===== src/rtl/dl11_pkg.sv =====
`default_nettype none
// ============================================================================
// Package : dl11_pkg -- register offsets, CSR bit positions, FSM encodings
// Revision: 1.0
// ============================================================================
package dl11_pkg;

    localparam logic [1:0] RCSR_A = 2'd0;
    localparam logic [1:0] RBUF_A = 2'd1;
    localparam logic [1:0] XCSR_A = 2'd2;
    localparam logic [1:0] XBUF_A = 2'd3;

    localparam int DONE_B  = 7;
    localparam int IE_B    = 6;
    localparam int MAINT_B = 2;
    localparam int OVR_B   = 14;
    localparam int ERR_B   = 15;

    typedef enum logic [1:0] {
        T_IDLE = 2'd0,
        T_LOAD = 2'd1,
        T_BUSY = 2'd2
    } tx_state_e;

    typedef enum logic [1:0] {
        R_IDLE = 2'd0,
        R_ULD  = 2'd1,
        R_CAP  = 2'd2
    } rx_state_e;

endpackage
`default_nettype wire


===== src/rtl/dl11_baud_gen.sv =====
`default_nettype none
// ============================================================================
// Module  : dl11_baud_gen -- rxclk (16x baud) and txclk (1x baud) from clk
// Revision: 1.0
// ============================================================================
module dl11_baud_gen #(
    parameter int RX_DIV = 10
) (
    input  logic clk,
    input  logic reset,
    output logic rxclk,
    output logic txclk
);

    localparam int             HALF      = RX_DIV / 2;
    localparam int             CW        = (HALF > 1) ? $clog2(HALF) : 1;
    localparam logic [CW-1:0]  HALF_LAST = CW'(HALF - 1);

    logic [CW-1:0] cnt_q,   cnt_d;
    logic          rxclk_q, rxclk_d;
    logic [2:0]    rise_q,  rise_d;
    logic          txclk_q, txclk_d;

    always_comb begin
        cnt_d   = cnt_q + 1'b1;
        rxclk_d = rxclk_q;
        rise_d  = rise_q;
        txclk_d = txclk_q;
        if (cnt_q == HALF_LAST) begin
            cnt_d   = '0;
            rxclk_d = ~rxclk_q;
            // rxclk is about to rise: count it, flip txclk every 8th rise
            if (!rxclk_q) begin
                rise_d = rise_q + 3'd1;
                if (rise_q == 3'd7) begin
                    txclk_d = ~txclk_q;
                end
            end
        end
    end

    always_ff @(posedge clk or posedge reset) begin
        if (reset) begin
            cnt_q   <= '0;
            rxclk_q <= 1'b0;
            rise_q  <= 3'd0;
            txclk_q <= 1'b0;
        end else begin
            cnt_q   <= cnt_d;
            rxclk_q <= rxclk_d;
            rise_q  <= rise_d;
            txclk_q <= txclk_d;
        end
    end

    assign rxclk = rxclk_q;
    assign txclk = txclk_q;

endmodule
`default_nettype wire


===== src/rtl/dl11_bus_if.sv =====
`default_nettype none
// ============================================================================
// Module  : dl11_bus_if -- DL11 console registers, uart handshakes and irqs
// Revision: 1.0   Optional maintenance loopback: define DL11_MAINT_EN
// ============================================================================
module dl11_bus_if #(
    parameter int CLK_HZ = 50000000,
    parameter int BAUD   = 9600,
    parameter int RX_DIV = CLK_HZ / (BAUD * 16)
) (
    input  logic        clk,
    input  logic        reset,
    input  logic        sel,
    input  logic [1:0]  addr,
    input  logic        rd,
    input  logic        wr,
    input  logic [15:0] wdata,
    output logic [15:0] rdata,
    output logic        rx_irq,
    output logic        tx_irq,
    output logic        txclk,
    output logic        rxclk,
    output logic        ld_tx_data,
    output logic [7:0]  tx_data,
    output logic        tx_enable,
    input  logic        tx_empty,
    output logic        uld_rx_data,
    input  logic [7:0]  rx_data,
    output logic        rx_enable,
    input  logic        rx_empty,
    input  logic        ser_tx,
    input  logic        ser_rx_pin,
    output logic        uart_rx_in
);

    import dl11_pkg::*;

    tx_state_e  tx_state_q, tx_state_d;
    rx_state_e  rx_state_q, rx_state_d;

    logic       tx_e_m_q, tx_e_m_d, tx_e_s_q, tx_e_s_d;
    logic       rx_e_m_q, rx_e_m_d, rx_e_s_q, rx_e_s_d;
    logic       rx_done_q, rx_done_d, rx_ie_q, rx_ie_d, rx_ovr_q, rx_ovr_d;
    logic [7:0] rbuf_q, rbuf_d;
    logic       tx_ready_q, tx_ready_d, tx_ie_q, tx_ie_d;
    logic [7:0] tx_data_q, tx_data_d;
    logic       rx_irq_q, rx_irq_d, tx_irq_q, tx_irq_d;
    logic       maint_q;

    logic       w_wr_rcsr, w_wr_xcsr, w_wr_xbuf, w_rd_rbuf;
    logic       w_tx_accept, w_rx_cap;
    logic       unused_inputs;

    dl11_baud_gen #(
        .RX_DIV (RX_DIV)
    ) u_baud (
        .clk    (clk),
        .reset  (reset),
        .rxclk  (rxclk),
        .txclk  (txclk)
    );

    assign w_wr_rcsr   = sel & wr & (addr == RCSR_A);
    assign w_wr_xcsr   = sel & wr & (addr == XCSR_A);
    assign w_wr_xbuf   = sel & wr & (addr == XBUF_A);
    assign w_rd_rbuf   = sel & rd & (addr == RBUF_A);
    assign w_tx_accept = w_wr_xbuf & tx_ready_q & (tx_state_q == T_IDLE);

    // ---------------- FSM state registers ----------------
    always_ff @(posedge clk or posedge reset) begin
        if (reset) begin
            tx_state_q <= T_IDLE;
            rx_state_q <= R_IDLE;
        end else begin
            tx_state_q <= tx_state_d;
            rx_state_q <= rx_state_d;
        end
    end

    // ---------------- FSM next state ----------------
    always_comb begin
        tx_state_d = tx_state_q;
        case (tx_state_q)
            T_IDLE:  if (w_tx_accept) tx_state_d = T_LOAD;
            T_LOAD:  if (!tx_e_s_q)   tx_state_d = T_BUSY;
            T_BUSY:  if (tx_e_s_q)    tx_state_d = T_IDLE;
            default: tx_state_d = T_IDLE;
        endcase

        rx_state_d = rx_state_q;
        case (rx_state_q)
            R_IDLE:  if (!rx_e_s_q)   rx_state_d = R_ULD;
            R_ULD:   if (rx_e_s_q)    rx_state_d = R_CAP;
            R_CAP:   rx_state_d = R_IDLE;
            default: rx_state_d = R_IDLE;
        endcase
    end

    // ---------------- FSM outputs ----------------
    always_comb begin
        ld_tx_data  = (tx_state_q == T_LOAD);
        uld_rx_data = (rx_state_q == R_ULD);
        w_rx_cap    = (rx_state_q == R_CAP);
    end

    // ---------------- register file next values ----------------
    always_comb begin
        tx_e_m_d   = tx_empty;
        tx_e_s_d   = tx_e_m_q;
        rx_e_m_d   = rx_empty;
        rx_e_s_d   = rx_e_m_q;
        rx_done_d  = rx_done_q;
        rx_ovr_d   = rx_ovr_q;
        rbuf_d     = rbuf_q;
        rx_ie_d    = rx_ie_q;
        tx_ie_d    = tx_ie_q;
        tx_ready_d = tx_ready_q;
        tx_data_d  = tx_data_q;
        rx_irq_d   = rx_done_q & rx_ie_q;
        tx_irq_d   = tx_ready_q & tx_ie_q;

        if (w_wr_rcsr) rx_ie_d = wdata[IE_B];
        if (w_wr_xcsr) tx_ie_d = wdata[IE_B];

        if (w_rd_rbuf) begin
            rx_done_d = 1'b0;
            rx_ovr_d  = 1'b0;
        end
        // A capture coinciding with an RBUF read wins and is not an overrun
        if (w_rx_cap) begin
            rbuf_d    = rx_data;
            rx_ovr_d  = rx_done_q & ~w_rd_rbuf;
            rx_done_d = 1'b1;
        end

        if (w_tx_accept) begin
            tx_data_d  = wdata[7:0];
            tx_ready_d = 1'b0;
        end else if ((tx_state_q == T_BUSY) && tx_e_s_q) begin
            tx_ready_d = 1'b1;
        end
    end

    always_ff @(posedge clk or posedge reset) begin
        if (reset) begin
            tx_e_m_q   <= 1'b1;
            tx_e_s_q   <= 1'b1;
            rx_e_m_q   <= 1'b1;
            rx_e_s_q   <= 1'b1;
            rx_done_q  <= 1'b0;
            rx_ovr_q   <= 1'b0;
            rbuf_q     <= 8'h00;
            rx_ie_q    <= 1'b0;
            tx_ie_q    <= 1'b0;
            tx_ready_q <= 1'b1;
            tx_data_q  <= 8'h00;
            rx_irq_q   <= 1'b0;
            tx_irq_q   <= 1'b0;
        end else begin
            tx_e_m_q   <= tx_e_m_d;
            tx_e_s_q   <= tx_e_s_d;
            rx_e_m_q   <= rx_e_m_d;
            rx_e_s_q   <= rx_e_s_d;
            rx_done_q  <= rx_done_d;
            rx_ovr_q   <= rx_ovr_d;
            rbuf_q     <= rbuf_d;
            rx_ie_q    <= rx_ie_d;
            tx_ie_q    <= tx_ie_d;
            tx_ready_q <= tx_ready_d;
            tx_data_q  <= tx_data_d;
            rx_irq_q   <= rx_irq_d;
            tx_irq_q   <= tx_irq_d;
        end
    end

`ifdef DL11_MAINT_EN
    logic maint_d;

    always_comb begin
        maint_d = maint_q;
        if (w_wr_xcsr) maint_d = wdata[MAINT_B];
    end

    always_ff @(posedge clk or posedge reset) begin
        if (reset) maint_q <= 1'b0;
        else       maint_q <= maint_d;
    end

    assign uart_rx_in = maint_q ? ser_tx : ser_rx_pin;
`else
    assign maint_q    = 1'b0;
    assign uart_rx_in = ser_rx_pin;
`endif

    // ---------------- read mux ----------------
    always_comb begin
        rdata = 16'h0000;
        if (!reset && sel) begin
            case (addr)
                RCSR_A: begin
                    rdata[DONE_B] = rx_done_q;
                    rdata[IE_B]   = rx_ie_q;
                end
                RBUF_A: begin
                    rdata[7:0]   = rbuf_q;
                    rdata[OVR_B] = rx_ovr_q;
                    rdata[ERR_B] = rx_ovr_q;
                end
                XCSR_A: begin
                    rdata[DONE_B]  = tx_ready_q;
                    rdata[IE_B]    = tx_ie_q;
                    rdata[MAINT_B] = maint_q;
                end
                default: rdata = 16'h0000;
            endcase
        end
    end

    assign tx_data       = tx_data_q;
    assign rx_irq        = rx_irq_q;
    assign tx_irq        = tx_irq_q;
    assign tx_enable     = ~reset;
    assign rx_enable     = ~reset;
    assign unused_inputs = ^{wdata, ser_tx};

endmodule
`default_nettype wire


===== config.mk =====
export PLATFORM = sky130hd
export DESIGN_NAME = dl11_bus_if
export DESIGN_NICKNAME = d
export VERILOG_FILES = /design/src/rtl/dl11_pkg.sv /design/src/rtl/dl11_baud_gen.sv /design/src/rtl/dl11_bus_if.sv
export SDC_FILE = /design/constraint.sdc
export NUM_CORES = 1
export LEC_CHECK = 0
export ABC_AREA = 1
export BUFFER_PORTS_ARGS = -buffer_cell sky130_fd_sc_hd__buf_2
export CAP_MARGIN = 25
export CORE_ASPECT_RATIO = 1.5
export CORE_MARGIN = 2
export CORE_UTILIZATION = 30
export DETAILED_ROUTE_END_ITERATION = 8
export HOLD_SLACK_MARGIN = 0.02
export PLACE_DENSITY_LB_ADDON = 0.15
export SYNTH_ARGS = -nofsm -noshare
export SYNTH_HDL_FRONTEND = slang
export SYNTH_HIERARCHICAL = 1
export SYNTH_SLANG_ARGS = --single-unit

===== constraint.sdc =====
create_clock -name clk -period 1.37 [get_ports clk]
set_input_delay 0.0685 -clock clk [delete_from_list [all_inputs] [get_ports clk]]
set_output_delay 0.0685 -clock clk [all_outputs]
set_load 0.01 [all_outputs]

# Word level (Yosys, flattened, before mapping)
# Cells that the tools add are included.
dict set report op_classes {
  addsub 2
  n_eq_ne 14
  muxes 19
  bitwise_logic 15
  n_reduce_logical 12
}
# operator count
set ops {}
lappend ops {{16-bit 2-to-1 mux} 1}
lappend ops {{2-bit 2-to-1 mux} 7}
lappend ops {{2-bit case mux with 3 select lines} 2}
lappend ops {{1-bit bitwise AND} 11}
lappend ops {{8-bit by 1-bit adder with 8-bit output (second input constant)} 1}
lappend ops {{2-bit == test (second input constant)} 4}
lappend ops {{8-bit == test (second input constant)} 1}
lappend ops {{8-bit 2-to-1 mux} 1}
lappend ops {{2-bit != test (second input constant)} 4}
lappend ops {{2-bit by 1-bit == test with 1-bit output (second input constant)} 3}
lappend ops {{2-bit logical NOT} 3}
lappend ops {{1-bit 2-to-1 mux} 6}
lappend ops {{3-bit AND reduction} 2}
lappend ops {{1-bit inverter} 4}
lappend ops {{2-bit case mux with 2 select lines} 1}
lappend ops {{2-bit AND reduction} 2}
lappend ops {{2-bit nonzero test} 2}
lappend ops {{3-bit by 1-bit adder with 3-bit output (second input constant)} 1}
lappend ops {{3-bit == test (second input constant)} 1}
lappend ops {{3-bit 2-to-1 mux} 1}
lappend ops {{1-bit logical AND} 2}
lappend ops {{2-bit by 1-bit != test with 1-bit output (second input constant)} 1}
lappend ops {{1-bit logical NOT} 1}
dict set report word_totals {
  regBits 44
  input_bits 35
  out_inout_bits 33
  wordCells 81
}

# Logic depth before layout (Yosys ltp)
# Gate-level depths: netlist of the first run.
dict set report logic_depth {
  depth_word 6
  mapped_depth 7
  ltp_nobuf 7
}

# Hierarchy
# The synthesis of the first run kept the hierarchy.
# mod instances cells_each area_each_um2 seq_area_each_um2
set modules_own_cells {}
lappend modules_own_cells {dl11_bus_if 1 160 1383.8 782.0}
lappend modules_own_cells {dl11_baud_gen 1 74 654.4 325.3}

# Least setup slack after synthesis of the first run
# OpenSTA, ideal clock, no wires.
dict set report synth_timing {
  kind {input -> output}
  startpoint {in reset}
  endpoint {out rdata[15]}
  arrival_ps 1668
  t_required_ps 1302
  path_slack_ps -367
  path_stages 6
  path_buffers 1
  cell_sequence {inv_1 nand2_1 inv_1 nand2_1 nor2_1 buf_4}
}
dict set report synth_via {
  elab_chain_len 3
}
# item line_no
set synth_rtl {}
lappend synth_rtl {{from (decl)} dl11_bus_if.sv:12} ;# input logic reset,
lappend synth_rtl {{1-bit logical NOT (no source line)} --}
lappend synth_rtl {{1-bit logical AND} dl11_bus_if.sv:198} ;# if (!reset && sel) begin
lappend synth_rtl {{16-bit 2-to-1 mux} dl11_bus_if.sv:198}
lappend synth_rtl {{to (decl)} dl11_bus_if.sv:18} ;# output logic [15:0] rdata,
# No other way between the ends.

# Final worst setup path of the first run
dict set report layout_timing {
  startpoint {reg tx_ready_q}
  endpoint {out rdata[7]}
}
dict set report layout_via {
  elab_chain_len 2
}
# item line_no
set layout_rtl {}
lappend layout_rtl {{from (decl)} dl11_bus_if.sv:45} ;# logic tx_ready_q, tx_ready_d, tx_ie_q, tx_ie_d;
lappend layout_rtl {{from (signal assigned)} dl11_bus_if.sv:169} ;# tx_ready_q <= tx_ready_d;
lappend layout_rtl {{2-bit case mux with 3 select lines} dl11_bus_if.sv:199} ;# case (addr)
lappend layout_rtl {{16-bit 2-to-1 mux} dl11_bus_if.sv:198}
# No other way between the ends.

==> results of run 1 <==
## repair_timing
action / in CTS / in global routing
gates resized for setup: 0 / 3
buffers inserted: 0 / 3
endpoints found under the hold margin: 39 / 0
endpoints found under the setup margin: 0 / 3
hold buffers: 19 / 0
## how the worst max path moves through the flow
| stage | from | endpoint |
|---|---|---|
| after global routing | u_baud/cnt_q[1]$_DFF_PP0_ | u_baud/rise_q[1]$_DFFE_PP0P_ |
| final | tx_ready_q$_DFFE_PP1P_ | rdata[7] |
| after detailed placement | u_baud/cnt_q[1]$_DFF_PP0_ | u_baud/rise_q[2]$_DFFE_PP0P_ |
| after floorplan | reset | rdata[15] |
| after global placement | u_baud/cnt_q[1]$_DFF_PP0_ | u_baud/rise_q[1]$_DFFE_PP0P_ |
| after CTS | tx_ready_q$_DFFE_PP1P_ | rdata[7] |
## through the flow
step / worst slack (ns) / TNS, ns / util [%] / instances
3_5_place_dp: 0.128 / 0 / 36.1 / 358
6_report: 0.0856 / 0 / 41.2 / 388
2_1_floorplan: 0.0366 / 0 / - / 239
3_3_place_gp: 0.128 / 0 / 36.1 / 358
5_1_grt: -0.00320 / -0.00320 / 41.2 / 388
4_1_cts: 0.0635 / 0 / 40.6 / 385
## synthesized netlist by cell type, types with 2 or more instances
cell type / instances
nand2_1: 70
dfrtp_1: 39
inv_1: 29
nand3_1: 20
nor2_1: 15
buf_4: 9
nor3_1: 6
o21ai_0: 6
dfstp_2: 5
o21ai_1: 5
ha_1: 4
nand4_1: 4
a21oi_1: 3
inv_2: 3
nand2_2: 3
nor2_4: 2
xor2_1: 2
## where the power goes
group          internal (uW)  leakage [uW]  switching, uW
registers               1550      0.000547            125
logic                    317      0.000883            427
clock network            541     0.0000552            434
total                   2410       0.00148            986
## metal layers
metal,vias to the layer above,GRT usage [%],part of all wire (%)
met5,-,0,0
met2,40,21.5,51
li1,867,-,-
met1,796,13.9,41
met4,0,5.12,2.2
met3,10,2.89,5.3
## worst max-delay path, cell delays in order (launching register included)
cell and delay, ns:
dfstp_2 0.56, nand3_1 0.08, nand3_1 0.09, nand2_1 0.05, inv_1 0.04, buf_2 0.11
## registers in the layout, summed over array words and instances, names as in the netlist, 2 cells and up
register	flops
rbuf_q	8
tx_data	8
u_baud/rise_q	3
rx_state_q	2
tx_state_q	2
u_baud/cnt_q	8
## cell type report
type | count | area (um^2) | area share [%]
clock buffers | 6 | 72.6 | 2.70
clock inverters | 2 | 35.0 | 1.30
inverters | 32 | 124 | 4.60
multi-input cells | 153 | 772 | 28.7
flip-flops and latches | 44 | 1110 | 41.1
well taps | 76 | 95.1 | 3.53
repair buffers | 75 | 485 | 18.0
## logic make-up (layout without fill, tap and decap cells)
logic type               count (synthesis)  count (layout)  synth area share [%]
XOR/XNOR                                 3               3                  1.29
flip-flops                              44              44                  54.3
other                                    1               6                 0.184
adder cells (fa/ha/maj)                  4               4                  2.46
buffers and inverters                   42             115                  9.45
AND/OR/NAND/NOR                        125             125                  28.5
AO/OA/AOI/OAI                           15              15                  3.81
==> results.py, run 1 <==
metrics = {
    "die": {
        "floorplan.initialDensity_pct": 31.2,
        "die_w_um": 71.3,
        "row_count": 36,
        "die_h_um": 105,
        "dieArea_um2": 7480,
        "coreArea_um2": 6530,
        "io_pins": 68,
    },
    "critical_path": {
        "critical_path.endpoint_type": "primary output",
        "ff2ff_setup_slack_ns": 0.10,
        "regToRegEndpoint": "u_baud/rise_q[1]$_DFFE_PP0P_",
        "crit_path_start_kind": "flip-flop",
        "worstPathMaxFanout": 4,
        "regToRegStartpoint": "u_baud/cnt_q[1]$_DFF_PP0_",
        "worstRegToRegCells": 7,
        "required_ns": 1.30,
        "arrival_ns": 1.22,
        "worstSetupPathType": "flip-flop to primary output",
    },
    "cts": {
        "cts_tree": "yes",
        "cts.path.max_buffers": 2,
        "cts_buffers": 5,
        "clkTransAtPathRegs_ns": 0.08,
        "clk_latency_ns": 0.29,
        "clock-sinks": 44,
        "htreeDepth": 2,
        "cts-root-buf": "clkbuf_8",
    },
    "synth": {
        "ys.flop_type": "dfrtp_1",
        "synth.largest_area_cell": "dfrtp_1",
        "async_reset_ff_share_pct": 100,
        "ys_seq_area_share_pct": 54.3,
        "netlist_top_cells_area": "dfrtp_1 48%, nand2_1 13%, dfstp_2 6.4%, inv_1 5.3%, nand3_1 4.9%",
        "synthCells": 234,
        "yosys_warnings": 6,
        "synth.distinct_cells": 26,
        "syn-mean-instance-area_um2": 8.71,
        "synth_seq_cells": 44,
        "yosysTopAreaCellShare_pct": 47.9,
        "syn_area_um2": 2040,
        "synth_edf_count": 0,
    },
    "finish": {
        "drive_above_1_share_pct": 26.3,
        "final_design_area_no_fill_um2": 2690,
        "mostFrequentLayoutCells": "69 x nand2_1, 50 x buf_2, 39 x dfrtp_1",
        "layout_commonest_cell": "nand2_1",
        "area_growth_syn_to_layout_pct": 32.0,
        "nFillCells": 683,
        "fin_nets": 350,
        "diodes": 0,
    },
    "drt": {
        "first_pass_iters": 4,
        "drc": 0,
        "num_vias": 1713,
        "ant_nets": 0,
        "drtIter0Drc": 52,
        "viasPerCell": 4.41,
        "wl_per_cell_um": 11.2,
        "wirelength_um": 4360,
    },
    "global_route": {
        "grt_pass1_wl_um": 7380,
        "grt-ovfl-total": 0,
        "grt_max_degree": 23,
        "grt.total_usage_pct": 12.3,
        "grt_pass1_vias": 1687,
        "antenna_found_initial": 0,
    },
    "power": {
        "powerDensity_nw_per_um2": 1260,
        "power_uw": 3400,
        "leakagePower_uw": 0.00148,
        "peakVddDrop_v": 0.000459,
    },
    "timing": {
        "relSlewSlack_pct": 64.4,
        "whs_ns": 0.0238,
        "finalHoldViolCount": 0,
        "period_minus_slack_ns": 1.28,
        "fmax_mhz": 779,
        "finalSetupViolCount": 0,
        "period_share_pct": 93.8,
        "worstMarginPinSlew_ns": 0.533,
        "clock_skew_ns": 0.00721,
        "maxSlewViolCount": 0,
    },
    "run_status": {
        "status": "complete, no violations",
    },
    "placement": {
        "place.gp.congestion": 0.708,
        "placed_cell_area_um2": 2360,
        "dp_hpwl_um": 3090,
        "portBuffers": 50,
    },
    "worst_hold_path": {
        "worstHoldStart": "wdata[6]",
        "hold_path_class": "input port to flip-flop",
        "hold_end": "tx_data[6]$_DFFE_PP0P_",
        "whs_path_depth": 3,
    },
    "run": {
        "drv_cap": 0,
    },
}
No activity file was read; power rests on OpenSTA's default activity.
==> run 2, diff against run 1 <==
PLACE_DENSITY_LB_ADDON = default   (was 0.15)
==> run 2 against run 1 <==
Against the previous run:
- cell count down 0.77%
- sequential share of layout area is 0.48 points higher
- count of clock-buffer cells in the layout fell by 1
- utilization shrank 0.48 points
- global-route usage hardly changed
- clock power rose by 0.6%
- fmax is 1.4% lower
- first-iteration DRC count increased by 9.6%
- flip-flop and latch count unchanged
- die area is the same
- setup slack got worse by 0.018 ns
==> results.py, run 2 (synthesis gave the netlist of run 1 again) <==
metrics = {
    "placement": {
        "dpl.cell_count": 357,
        "dp_hpwl_um": 3100,
        "portBuffers": 50,
        "place.gp.congestion": 0.756,
    },
    "timing": {
        "finalHoldViolCount": 0,
        "fmax_mhz": 767,
        "rsz0062_at_grt": "true",
        "clock_skew_ns": 0.00452,
        "period_minus_slack_ns": 1.30,
        "worstMarginPinSlew_ns": 0.728,
        "relSlewSlack_pct": 51.3,
        "period_share_pct": 95.1,
        "final.setup.tns_ns": 0,
        "maxSlewViolCount": 0,
        "finalSetupViolCount": 0,
    },
    "cts": {
        "post_cts_buffers": 0,
        "cts-root-buf": "clkbuf_8",
        "htreeDepth": 2,
        "cts_resized": 0,
        "clk_latency_ns": 0.29,
        "cts.path.max_buffers": 2,
        "clkTransAtPathRegs_ns": 0.08,
        "clock-sinks": 44,
        "cts_tree": "yes",
        "cts_buffers": 5,
    },
    "critical_path": {
        "worstSetupPathType": "flip-flop to primary output",
        "crit_path_start_kind": "flip-flop",
        "required_ns": 1.30,
        "cp_top_family": "flip-flops",
        "arrival_ns": 1.23,
        "cp_slowest_stage_delay_ns": 0.57,
        "worstPathMaxFanout": 4,
        "crit_top_cell": "nand3_1",
        "cp.buffers_inverters": 2,
        "critPathSlowestCell": "dfstp_2",
        "critical_path.endpoint_type": "primary output",
        "path_cells": "nand3_1 -> nand3_1 -> nand2_1 -> inv_1 -> buf_2",
    },
    "drt": {
        "wl_per_cell_um": 11.1,
        "num_vias": 1673,
        "route.met3.wl_um": 234,
        "drc": 0,
        "wl_met1_um": 1840,
        "drtIter0Drc": 57,
        "wirelength_um": 4290,
        "highest_layer": "met4",
        "viasPerCell": 4.35,
        "wl_met2_um": 2160,
        "ant_nets": 0,
        "first_pass_iters": 4,
    },
    "power": {
        "leakagePower_uw": 0.00145,
        "powerDensity_nw_per_um2": 1270,
        "peakVddDrop_v": 0.000633,
    },
    "run_status": {
        "status": "complete, no violations",
    },
    "finish": {
        "multi_input_area_um2": 757,
        "seq_area_um2": 1110,
        "final_cells": 385,
        "fin_nets": 347,
        "drive_above_1_share_pct": 25.2,
        "mostFrequentLayoutCells": "70 x nand2_1, 50 x buf_2, 39 x dfrtp_1",
        "nFillCells": 659,
        "area_growth_syn_to_layout_pct": 30.5,
        "layout_commonest_cell": "nand2_1",
        "diodes": 0,
    },
    "die": {
        "io_pins": 68,
        "row_count": 36,
        "floorplan.initialDensity_pct": 31.2,
        "dieArea_um2": 7480,
        "die_w_um": 71.3,
        "die_h_um": 105,
        "coreArea_um2": 6530,
    },
    "global_route": {
        "grt_pass1_wl_um": 7430,
        "grt_max_degree": 17,
        "grt.total_usage_pct": 12.3,
        "grt-ovfl-total": 0,
        "antenna_found_initial": 0,
        "grt_pass1_vias": 1670,
    },
    "run": {
        "drv_cap": 0,
    },
    "worst_hold_path": {
        "hold_path_class": "input port to flip-flop",
    },
}
## run 2: layer usage
metal / GRT usage [%] / vias to the layer above
met1: 15.0 / 760
met5: 0 / -
met2: 21.2 / 46
li1: - / 861
met4: 3.64 / 0
met3: 2.99 / 6
## run 2: worst paths after layout
kind	start	end	slack (ns)	cells past startpoint
max in group asynchronous	reset	rx_ie_q$_DFFE_PP0P_	0.26	4
worst min-delay path	wdata[3]	tx_data[3]$_DFFE_PP0P_	0.05	3
worst max-delay path	tx_ready_q$_DFFE_PP1P_	rdata[7]	0.07	5
min in group asynchronous	reset	u_baud/cnt_q[4]$_DFF_PP0_	0.40	3
worst min register to register	rx_e_m_q$_DFF_PP1_	rx_e_s_q$_DFF_PP1_	0.36	0
worst max register to register	tx_ready_q$_DFFE_PP1P_	tx_data[3]$_DFFE_PP0P_	0.09	5
## run 2: power breakdown
group          switching [uW]  internal [uW]  leakage (uW)
logic                     431            300      0.000850
registers                 126           1550      0.000547
clock network             442            540     0.0000541
## run 2: per-stage QoR
step	util (%)	hold WS (ns)	instance area, um^2	setup slack [ns]	power, uW
floorplan	-	-0.0545	2060	0.0366	2120
global placement	36.0	0.137	2350	0.124	2380
detailed placement	36.0	0.137	2350	0.110	2400
CTS	40.7	0.0418	2660	0.0533	3450
global route	40.7	0.0736	2660	-0.00514	3620
finish	40.7	0.0458	2660	0.0671	3390
## run 2: layout make-up
type | instances | area share (%)
inverters | 32 | 4.66
clock buffers | 5 | 2.59
repair buffers | 72 | 17.5
flip-flops and latches | 44 | 41.6
multi-input cells | 153 | 28.5
clock inverters | 3 | 1.60
well taps | 76 | 3.57
## run 2: tightest hold or removal path: cells and delay by family
family	cells	cell delay (ns)
buf+inv	1	0.08
simple gates	2	0.15
## run 2: timing repair
item,in CTS,in global routing
setup endpoints to repair,0,1
hold buffers,20,0
hold endpoints to repair,46,0
==> run 3, diff against run 2 <==
RECOVER_POWER = 25   (was default)
==> run 3 against run 2 <==
Against the previous run:
- count of clock-buffer cells in the layout unchanged
- highest routed layer unchanged
- critical path depth unchanged
- register-to-register slack about the same
==> results.py, run 3 (synthesis gave the netlist of run 1 again) <==
metrics = {
    "finish": {
        "layout_commonest_cell": "nand2_1",
        "final_cells": 385,
        "multi_input_area_um2": 757,
        "utilization_pct": 40.6,
        "nFillCells": 661,
        "mostFrequentLayoutCells": "70 x nand2_1, 46 x buf_2, 39 x dfrtp_1",
        "drive_above_1_share_pct": 23.9,
        "fin_nets": 347,
        "area_growth_syn_to_layout_pct": 30.1,
        "diodes": 0,
        "seq_area_um2": 1110,
    },
    "placement": {
        "dp_hpwl_um": 3100,
        "portBuffers": 50,
        "place.gp.congestion": 0.756,
        "dpl.cell_count": 357,
    },
    "drt": {
        "drc": 0,
        "ant_nets": 0,
        "viasPerCell": 4.34,
        "drtIter0Drc": 58,
        "first_pass_iters": 4,
        "wl_per_cell_um": 11.2,
        "wirelength_um": 4300,
        "num_vias": 1670,
    },
    "power": {
        "peakVddDrop_v": 0.000633,
        "leakagePower_uw": 0.00144,
        "powerDensity_nw_per_um2": 1280,
        "power_uw": 3390,
    },
    "die": {
        "floorplan.initialDensity_pct": 31.2,
        "coreArea_um2": 6530,
        "die_h_um": 105,
        "row_count": 36,
        "dieArea_um2": 7480,
        "die_w_um": 71.3,
        "io_pins": 68,
    },
    "global_route": {
        "grt_pass1_wl_um": 7430,
        "grt_max_degree": 17,
        "antenna_found_initial": 0,
        "grt.total_usage_pct": 12.3,
        "grt-ovfl-total": 0,
        "grt_pass1_vias": 1670,
    },
    "run": {
        "drv_cap": 0,
    },
    "cts": {
        "cts_buffers": 5,
        "cts.path.max_buffers": 2,
        "clkTransAtPathRegs_ns": 0.08,
        "cts_tree": "yes",
        "clock-sinks": 44,
        "cts-root-buf": "clkbuf_8",
        "htreeDepth": 2,
        "clk_latency_ns": 0.29,
        "cts_resized": 0,
    },
    "critical_path": {
        "worstPathMaxFanout": 4,
        "cp.buffers_inverters": 2,
        "required_ns": 1.30,
        "cp_slowest_stage_delay_ns": 0.57,
        "crit_top_cell": "nand3_1",
        "crit_path_start_kind": "flip-flop",
        "path_cells": "nand3_1 -> nand3_1 -> nand2_1 -> inv_1 -> buf_2",
        "worstSetupPathType": "flip-flop to primary output",
        "arrival_ns": 1.23,
        "critical_path.endpoint_type": "primary output",
        "cp_top_family": "flip-flops",
        "critPathSlowestCell": "dfstp_2",
    },
    "worst_hold_path": {
        "hold_path_class": "input port to flip-flop",
    },
    "timing": {
        "period_minus_slack_ns": 1.30,
        "finalSetupViolCount": 0,
        "fmax_mhz": 767,
        "worstMarginPinSlew_ns": 0.728,
        "finalHoldViolCount": 0,
        "relSlewSlack_pct": 51.3,
        "period_share_pct": 95.1,
        "rsz0062_at_grt": "true",
        "clock_skew_ns": 0.00455,
        "maxSlewViolCount": 0,
    },
    "run_status": {
        "status": "complete, no violations",
    },
}
-- run 3: cell count changes in the layout (fill, tap and decap cells not counted), sizes merged --
cell / before / now
buf: 52 / 47
clkbuf: 5 / 10
-- run 3: worst reg2reg max path, stage by stage (launching register included) --
cell	delay, ns
dfstp_2	0.57
nand2_1	0.09
nor2_4	0.23
nand2_4	0.14
nand2_1	0.08
nand2_1	0.05
-- run 3: layout make-up --
class / instances / share of cell area, %
Inverter: 32 / 4.67
Multi-Input combinational cell: 153 / 28.5
Sequential cell: 44 / 41.7
Timing Repair Buffer: 72 / 17.3
Clock buffer: 5 / 2.59
Tap cell: 76 / 3.58
Clock inverter: 3 / 1.60
-- run 3: stage by stage --
step	hold slack, ns	instance area, um^2	setup TNS (ns)	setup slack [ns]
2_1_floorplan	-0.0545	2060	0	0.0366
3_3_place_gp	0.137	2350	0	0.124
3_5_place_dp	0.137	2350	0	0.110
4_1_cts	0.0418	2660	0	0.0533
5_1_grt	0.0736	2650	-0.00514	-0.00514
6_report	0.0461	2650	0	0.0670
-- run 3: final timing paths --
path,start,end,slack [ns],cells past startpoint
worst max-delay path,tx_ready_q$_DFFE_PP1P_,rdata[7],0.07,5
worst min-delay path,wdata[3],tx_data[3]$_DFFE_PP0P_,0.05,3
worst max register to register,tx_ready_q$_DFFE_PP1P_,tx_data[3]$_DFFE_PP0P_,0.09,5
worst min register to register,rx_e_m_q$_DFF_PP1_,rx_e_s_q$_DFF_PP1_,0.36,0
max in group asynchronous,reset,rx_ie_q$_DFFE_PP0P_,0.26,4
min in group asynchronous,reset,u_baud/cnt_q[4]$_DFF_PP0_,0.40,3
-- run 3: per-layer routing --
metal,GRT usage [%],routed length (um),share of wire (%)
met1,15.0,1860,43
met2,21.2,2150,50
met3,2.99,233,5.4
met4,3.64,55,1.3
met5,0,0,0
-- run 3: repair_timing --
action                                  in CTS  in global routing
hold buffers                                20                  0
hold endpoints to repair                    46                  0
setup buffers                                0                  0
endpoints found under the setup margin       0                  1
-- run 3: power by group --
group | leakage [uW] | total [uW] | switching (uW) | internal (uW)
Clock | 0.0000541 | 981 | 442 | 540
Sequential | 0.000547 | 1680 | 126 | 1550
Combinational | 0.000836 | 725 | 431 | 295
